**config.mk**
```make
export PLATFORM = sky130hd
export DESIGN_NAME = seven_seg_scan_flat
export DESIGN_NICKNAME = d
export VERILOG_FILES = /design/src/rtl/seg_pkg.sv /design/src/rtl/seven_seg_scan_if.sv /design/src/rtl/mod_n_counter.sv /design/src/rtl/seven_seg_scan.sv /design/src/flat_wrapper.sv
export SDC_FILE = /design/constraint.sdc
export NUM_CORES = 1
export LEC_CHECK = 0
export CORE_ASPECT_RATIO = 0.75
export CORE_MARGIN = 3
export CORE_UTILIZATION = 49
export DETAILED_ROUTE_END_ITERATION = 8
export HOLD_SLACK_MARGIN = 0.02
export PLACE_DENSITY = 0.76
export SLEW_MARGIN = 20
export SYNTH_ARGS = -nofsm -noshare
export SYNTH_HDL_FRONTEND = slang
export SYNTH_HIERARCHICAL = 1
export SYNTH_SLANG_ARGS = --single-unit
```
**constraint.sdc**
```tcl
create_clock -name clk -period 2.3 [get_ports clk]
set_input_delay 0.46 -clock clk [delete_from_list [all_inputs] [get_ports clk]]
set_output_delay 0.46 -clock clk [all_outputs]
set_load 0.1 [all_outputs]
```
**src/rtl/seg_pkg.sv**
```systemverilog
// Shared 7-segment constants and helpers for the display path and the game controller.
// Glyphs are active-low with bit order [6:0] = g..a.
package seg_pkg;

  typedef logic [6:0] seg_t;

  localparam int unsigned NUM_DIGITS = 4;
  localparam seg_t        SEG_BLANK  = 7'h7F;
  localparam logic [3:0]  ANODE_OFF  = 4'hF;

  localparam seg_t GLYPH_0 = 7'h40;
  localparam seg_t GLYPH_1 = 7'h79;
  localparam seg_t GLYPH_2 = 7'h24;
  localparam seg_t GLYPH_3 = 7'h30;
  localparam seg_t GLYPH_4 = 7'h19;
  localparam seg_t GLYPH_5 = 7'h12;
  localparam seg_t GLYPH_6 = 7'h02;
  localparam seg_t GLYPH_7 = 7'h78;
  localparam seg_t GLYPH_8 = 7'h00;
  localparam seg_t GLYPH_9 = 7'h10;
  localparam seg_t GLYPH_H = 7'h09;
  localparam seg_t GLYPH_I = 7'h79;
  localparam seg_t GLYPH_L = 7'h47;
  localparam seg_t GLYPH_O = 7'h40;
  localparam seg_t GLYPH_S = 7'h12;
  localparam seg_t GLYPH_C = 7'h46;

  // A modulo-1 counter still needs one bit to exist as a signal.
  function automatic int unsigned cnt_width(int unsigned n);
    return (n > 1) ? $clog2(n) : 1;
  endfunction

endpackage

```
**src/rtl/seven_seg_scan_if.sv**
```systemverilog
// Display bus between the pattern source (master) and the multiplexing scanner (slave).
interface seven_seg_scan_if;
  import seg_pkg::*;

  seg_t       dig1;
  seg_t       dig2;
  seg_t       dig3;
  seg_t       dig4;
  logic [3:0] blink_mask;
  seg_t       seg;
  logic [3:0] an;
  logic       frame_tick;

  modport master (
    output dig1, dig2, dig3, dig4, blink_mask,
    input  seg, an, frame_tick
  );

  modport slave (
    input  dig1, dig2, dig3, dig4, blink_mask,
    output seg, an, frame_tick
  );

endinterface

```
**src/rtl/mod_n_counter.sv**
```systemverilog
// Modulo-N up counter with enable; wrap flags the enabled cycle at the terminal count.
module mod_n_counter
  import seg_pkg::*;
#(
  parameter int unsigned N = 4,
  localparam int unsigned W = cnt_width(N)
) (
  input  logic         clk,
  input  logic         RESET,
  input  logic         en,
  output logic [W-1:0] count,
  output logic         wrap
);

  assign wrap = en && (count == W'(N - 1));

  always_ff @(posedge clk) begin
    if (RESET) begin
      count <= '0;
    end else if (en) begin
      count <= wrap ? '0 : count + 1'b1;
    end
  end

endmodule

```
**src/rtl/seven_seg_scan.sv**
```systemverilog
// Time-multiplexes four 7-seg patterns onto one cathode bus with blanking between digits,
// per-frame input snapshots and per-digit blinking.
module seven_seg_scan
  import seg_pkg::*;
#(
  parameter int unsigned REFRESH_DIV  = 100_000,
  parameter int unsigned BLANK_CYCLES = 1_000,
  parameter int unsigned BLINK_FRAMES = 125
) (
  input logic              clk,
  input logic              RESET,
  seven_seg_scan_if.slave  bus
);

  localparam int unsigned SLOT_W  = cnt_width(REFRESH_DIV);
  localparam int unsigned IDX_W   = cnt_width(NUM_DIGITS);
  localparam int unsigned FRAME_W = cnt_width(BLINK_FRAMES);

  logic [SLOT_W-1:0]  slot_cnt;
  logic [IDX_W-1:0]   idx;
  logic [FRAME_W-1:0] frame_cnt;
  logic               slot_wrap;
  logic               frame_end;
  logic               blink_wrap;

  seg_t       shadow_q [NUM_DIGITS];
  seg_t       seg_q;
  logic [3:0] an_q;
  logic       frame_tick_q;
  logic       phase_q;

  mod_n_counter #(.N(REFRESH_DIV)) u_slot_cnt (
    .clk   (clk),
    .RESET (RESET),
    .en    (1'b1),
    .count (slot_cnt),
    .wrap  (slot_wrap)
  );

  // The digit counter wraps exactly on the last cycle of the last slot: end of frame.
  mod_n_counter #(.N(NUM_DIGITS)) u_idx_cnt (
    .clk   (clk),
    .RESET (RESET),
    .en    (slot_wrap),
    .count (idx),
    .wrap  (frame_end)
  );

  mod_n_counter #(.N(BLINK_FRAMES)) u_frame_cnt (
    .clk   (clk),
    .RESET (RESET),
    .en    (frame_end),
    .count (frame_cnt),
    .wrap  (blink_wrap)
  );

  logic unused_frame_cnt;
  assign unused_frame_cnt = ^frame_cnt;

  logic blank;
  logic frame_start;
  assign blank       = slot_cnt < SLOT_W'(BLANK_CYCLES);
  assign frame_start = (slot_cnt == '0) && (idx == '0);

  always_ff @(posedge clk) begin
    if (RESET) begin
      for (int i = 0; i < NUM_DIGITS; i++) shadow_q[i] <= SEG_BLANK;
      seg_q        <= SEG_BLANK;
      an_q         <= ANODE_OFF;
      frame_tick_q <= 1'b0;
      phase_q      <= 1'b0;
    end else begin
      if (frame_start) begin
        shadow_q[0] <= bus.dig1;
        shadow_q[1] <= bus.dig2;
        shadow_q[2] <= bus.dig3;
        shadow_q[3] <= bus.dig4;
      end
      frame_tick_q <= frame_end;
      if (blink_wrap) phase_q <= ~phase_q;
      // Blanking at every slot start keeps two different anodes from ever abutting.
      if (blank) begin
        an_q  <= ANODE_OFF;
        seg_q <= SEG_BLANK;
      end else begin
        an_q  <= ~(4'b1000 >> idx);
        seg_q <= (phase_q && bus.blink_mask[2'd3 - idx]) ? SEG_BLANK : shadow_q[idx];
      end
    end
  end

  assign bus.seg        = seg_q;
  assign bus.an         = an_q;
  assign bus.frame_tick = frame_tick_q;

endmodule

```
**src/flat_wrapper.sv**
```systemverilog
// flat-port wrapper written by rule: the top's interface ports become plain ports
module seven_seg_scan_flat import seg_pkg::*;
#(
  parameter int unsigned REFRESH_DIV  = 100_000,
  parameter int unsigned BLANK_CYCLES = 1_000,
  parameter int unsigned BLINK_FRAMES = 125
)
  (clk, RESET, bus_dig1, bus_dig2, bus_dig3, bus_dig4, bus_blink_mask, bus_seg, bus_an, bus_frame_tick);
  seven_seg_scan_if bus_i ();
  input logic clk;
  input logic RESET;
  input wire logic [$bits(bus_i.dig1)-1:0] bus_dig1;
  input wire logic [$bits(bus_i.dig2)-1:0] bus_dig2;
  input wire logic [$bits(bus_i.dig3)-1:0] bus_dig3;
  input wire logic [$bits(bus_i.dig4)-1:0] bus_dig4;
  input wire logic [$bits(bus_i.blink_mask)-1:0] bus_blink_mask;
  output wire logic [$bits(bus_i.seg)-1:0] bus_seg;
  output wire logic [$bits(bus_i.an)-1:0] bus_an;
  output wire logic [$bits(bus_i.frame_tick)-1:0] bus_frame_tick;
  assign bus_i.dig1 = bus_dig1;
  assign bus_i.dig2 = bus_dig2;
  assign bus_i.dig3 = bus_dig3;
  assign bus_i.dig4 = bus_dig4;
  assign bus_i.blink_mask = bus_blink_mask;
  assign bus_seg = bus_i.seg;
  assign bus_an = bus_i.an;
  assign bus_frame_tick = bus_i.frame_tick;
  seven_seg_scan #(.REFRESH_DIV(REFRESH_DIV), .BLANK_CYCLES(BLANK_CYCLES), .BLINK_FRAMES(BLINK_FRAMES)) u_core (.clk(clk), .RESET(RESET), .bus(bus_i));
endmodule
```
==> impl_metrics.csv <==
group,metric,value,unit
synthesis,synth_cell_types,44,
sta,fmax,0.466,GHz
placed_design,gp_congestion,0.886,
cts,clockBufferDepth,2,
final_layout,area.growth.synth_to_final,24.1,%
sta,finalMaxSlewViolations,0,
job,drv_cap,0,
critical_path,crit-reg2reg-launch,"u_core/u_slot_cnt/count[0]",
sta,fin_crit,2140,ps
floorplan,dieArea,0.00742,sq mm
synthesis,synthArstFlopShare,0,%
power,power.total,0.00246,W
critical_path,critPathKind,"register to register",
drt,vias,2490,
drt,routed_wirelength,6.78,mm
synthesis,syn-cell-area,0.00314,sq mm
hold_path,hold_path_end,"u_core/u_frame_cnt/count[5]",
placed_design,portBuffers,45,
critical_path,cpMaxStageDelayCell,"or4_4",
synthesis,synthSimpleGateAreaFrac,24.1,%
floorplan,row_count,24,
synthesis,synth_edf_count,28,
critical_path,reg2reg_slack,160,ps
floorplan,fp.dieH,75.4,um
drt,viasPerCell,5.71,
drt,drt-wirelength-per-cell,15.6,um
critical_path,crit_chain,"ha_2, nand3_1, or4_4, nor2_4, and2_4, nand4_1, or3_1, a31oi_1",
power,power_leakage,1.28,nW
synthesis,synthFlopType,"dfxtp_1",
critical_path,crit_arrival,2420,ps
drt,drt-pass1-iter-count,4,
global_route,grt_pass1_wl,10.9,mm
synthesis,synth_top_family_by_area,"simple AND/OR/NAND/NOR gates",
synthesis,synthMuxAreaShare,6.05,%
sta,finalHoldViolations,0,
final_layout,finalNonFillerCells,436,
sta,finalSetupTns,0,ps
cts,holdBufCountCts,0,
power,ir_drop,319,uV
power,power.density,630,mW/mm^2
critical_path,crit_required,2570,ps
synthesis,synth_seq_area_share,51.6,%
critical_path,worstSetupEndpointType,"register",
floorplan,die_w,98.5,um
global_route,antenna_found_initial,0,
synthesis,synth_compound_area_share,6.89,%
drt,ant_nets,0,
critical_path,cpPeakStageDelay,490,ps
cts,insertion_delay,340,ps
final_layout,drive_above_1_share,18.4,%
cts,cts.reportedPaths.clkPinSlew,70,ps
sta,setup_violations,0,
sta,timing.final.crit_share,93.2,%
cts,cts_sinks,67,
floorplan,core,0.00601,sq mm
floorplan,initial_utilization,52.3,%
final_layout,antenna_cells,0,
synthesis,synth_xor_xnor_area_share,5.29,%
synthesis,synth_fa_ha_area_share,1.59,%
final_layout,final_cell_mix,"51 x nor2_1, 38 x nand4_1, 37 x dfxtp_1",
synthesis,synth-seq-cells,67,
synthesis,synth_nets,342,
global_route,grt_pass1_vias,2202,
critical_path,r2r_cells,8,
final_layout,final_common_cell,"nor2_1",
cts,cts_root_buffer,"clkbuf_8",
synthesis,syn_area_per_cell,10.3,sq um
synthesis,ys_warn_count,6,
global_route,grt_max_degree,29,
critical_path,start_kind,"register",
sta,fin_skew,7.67,ps
hold_path,hp-class,"register to register",
global_route,grt_usage,18.9,%
critical_path,crit_fanout,7,
drt,drc_errors,0,
floorplan,top_level_ports,46,
drt,drtIter0Drc,174,
hold_path,hold_depth,2,
cts,cts_tree,"done",
cts,cts_buffers,9,
cts,cts_setup_buffers,0,
placed_design,dp.cells,420,
sta,layout_setup_ws,156,ps
placed_design,hpwl,4.79,mm
status,status,"completed",
synthesis,syn_inst,304,
hold_path,hold_start,"u_core/u_frame_cnt/count[5]",
cts,htreeDepth,3,
global_route,grt_overflow,0,
critical_path,reg2reg_to,"u_core/u_frame_cnt/count[5]",
final_layout,finalNetCount,391,
placed_design,preCtsSetupSlack,-10.2,ps
## synth_stat cells, types with 2 or more instances
library cell  number  area (sq um)
a21oi_1            9          45.0
nand3_1            6          30.0
buf_2              4          20.0
or4_4              3          33.8
buf_6              2          22.5
nor4_1             7          43.8
or3_1              2          12.5
o211ai_1           9          67.6
ha_1               4          50.1
mux4_2             8           180
a31oi_1            2          12.5
and3_1             2          12.5
o2111ai_2          2          30.0
nand2b_1           4          25.0
nand4_1           38           238
dfxtp_1           39           781
edfxtp_1          28           841
inv_1              7          26.3
nor2_1            53           199
nand2_1           13          48.8
nor3_1             8          40.0
xor2_1             7          61.3
xnor2_1           12           105
clkbuf_1          15          56.3
## routing by layer
layer / vias up / routed length (um) / GRT usage [%]
met5: - / 0 / 0
met4: 0 / 42 / 6.52
met3: 5 / 398 / 5.12
met2: 73 / 3070 / 28.0
met1: 1185 / 3270 / 27.1
li1: 1227 / - / -
## registers in the layout, indices dropped and copies added, names as in the netlist
register,count
u_core/shadow_q,28
u_core/bus.seg,7
u_core/u_slot_cnt/count,17
u_core/u_idx_cnt/count,2
u_core/bus.frame_tick,1
u_core/u_frame_cnt/count,7
u_core/phase_q,1
u_core/bus.an,4
## cells by family after synthesis
family,count (synthesis)
other,1
adders and majority gates,4
buffers and inverters,30
muxes,9
DFF,67
AOI/OAI and AO/OA,29
xor gates and xnor gates,19
and+or+nand+nor,145
## worst max-delay path by stage
| stage | start | end | slack (ps) | cells past startpoint |
|---|---|---|---|---|
| 5_1_grt | u_core/u_slot_cnt/count[1] | u_core/u_frame_cnt/count[5] | -6 | 8 |
| 2_1_floorplan | u_core/u_slot_cnt/count[0] | u_core/u_frame_cnt/count[5] | 80 | 9 |
| 3_3_place_gp | u_core/u_slot_cnt/count[0] | u_core/u_frame_cnt/count[5] | 110 | 8 |
| 6_report | u_core/u_slot_cnt/count[0] | u_core/u_frame_cnt/count[5] | 160 | 8 |
| 4_1_cts | u_core/u_slot_cnt/count[0] | u_core/u_frame_cnt/count[5] | 60 | 8 |
| 3_5_place_dp | u_core/u_slot_cnt/count[0] | u_core/u_frame_cnt/count[5] | -10 | 8 |
## critical path: cells and delay by family (launching register included)
kind	cells	cell delay, ps
compound gates	1	150
flops	1	360
simple gates	6	1350
fa+ha+maj	1	220
## area by class of cell
class                      count  area [sq um]
clock inverter                 3          20.0
tap                           78          97.6
multi-input combinational    207          1400
sequential                    67          1620
inverter                       7          26.3
clock buffer                  13           180
fill                         481          2100
timing repair buffer          61           553
## where the power goes
| part | total (W) | internal, W | switching (W) |
|---|---|---|---|
| logic | 0.000204 | 0.000106 | 0.0000989 |
| clock network | 0.000943 | 0.000514 | 0.000429 |
| registers | 0.00131 | 0.00129 | 0.0000166 |
## stage by stage
step,hold slack [ps],util [%],instance area (sq um)
floorplan,488,-,3150
global placement,506,61.5,3690
detailed placement,512,61.5,3690
CTS,526,64.9,3890
global route,565,65.0,3900
finish,521,65.0,3900
## repair_timing
item | 4_1_cts | 5_1_grt
gates resized for setup | 1 | 4
endpoints found under the hold margin | 0 | 0
endpoints found under the setup margin | 1 | 7
Power figures use the tool's default switching activity.
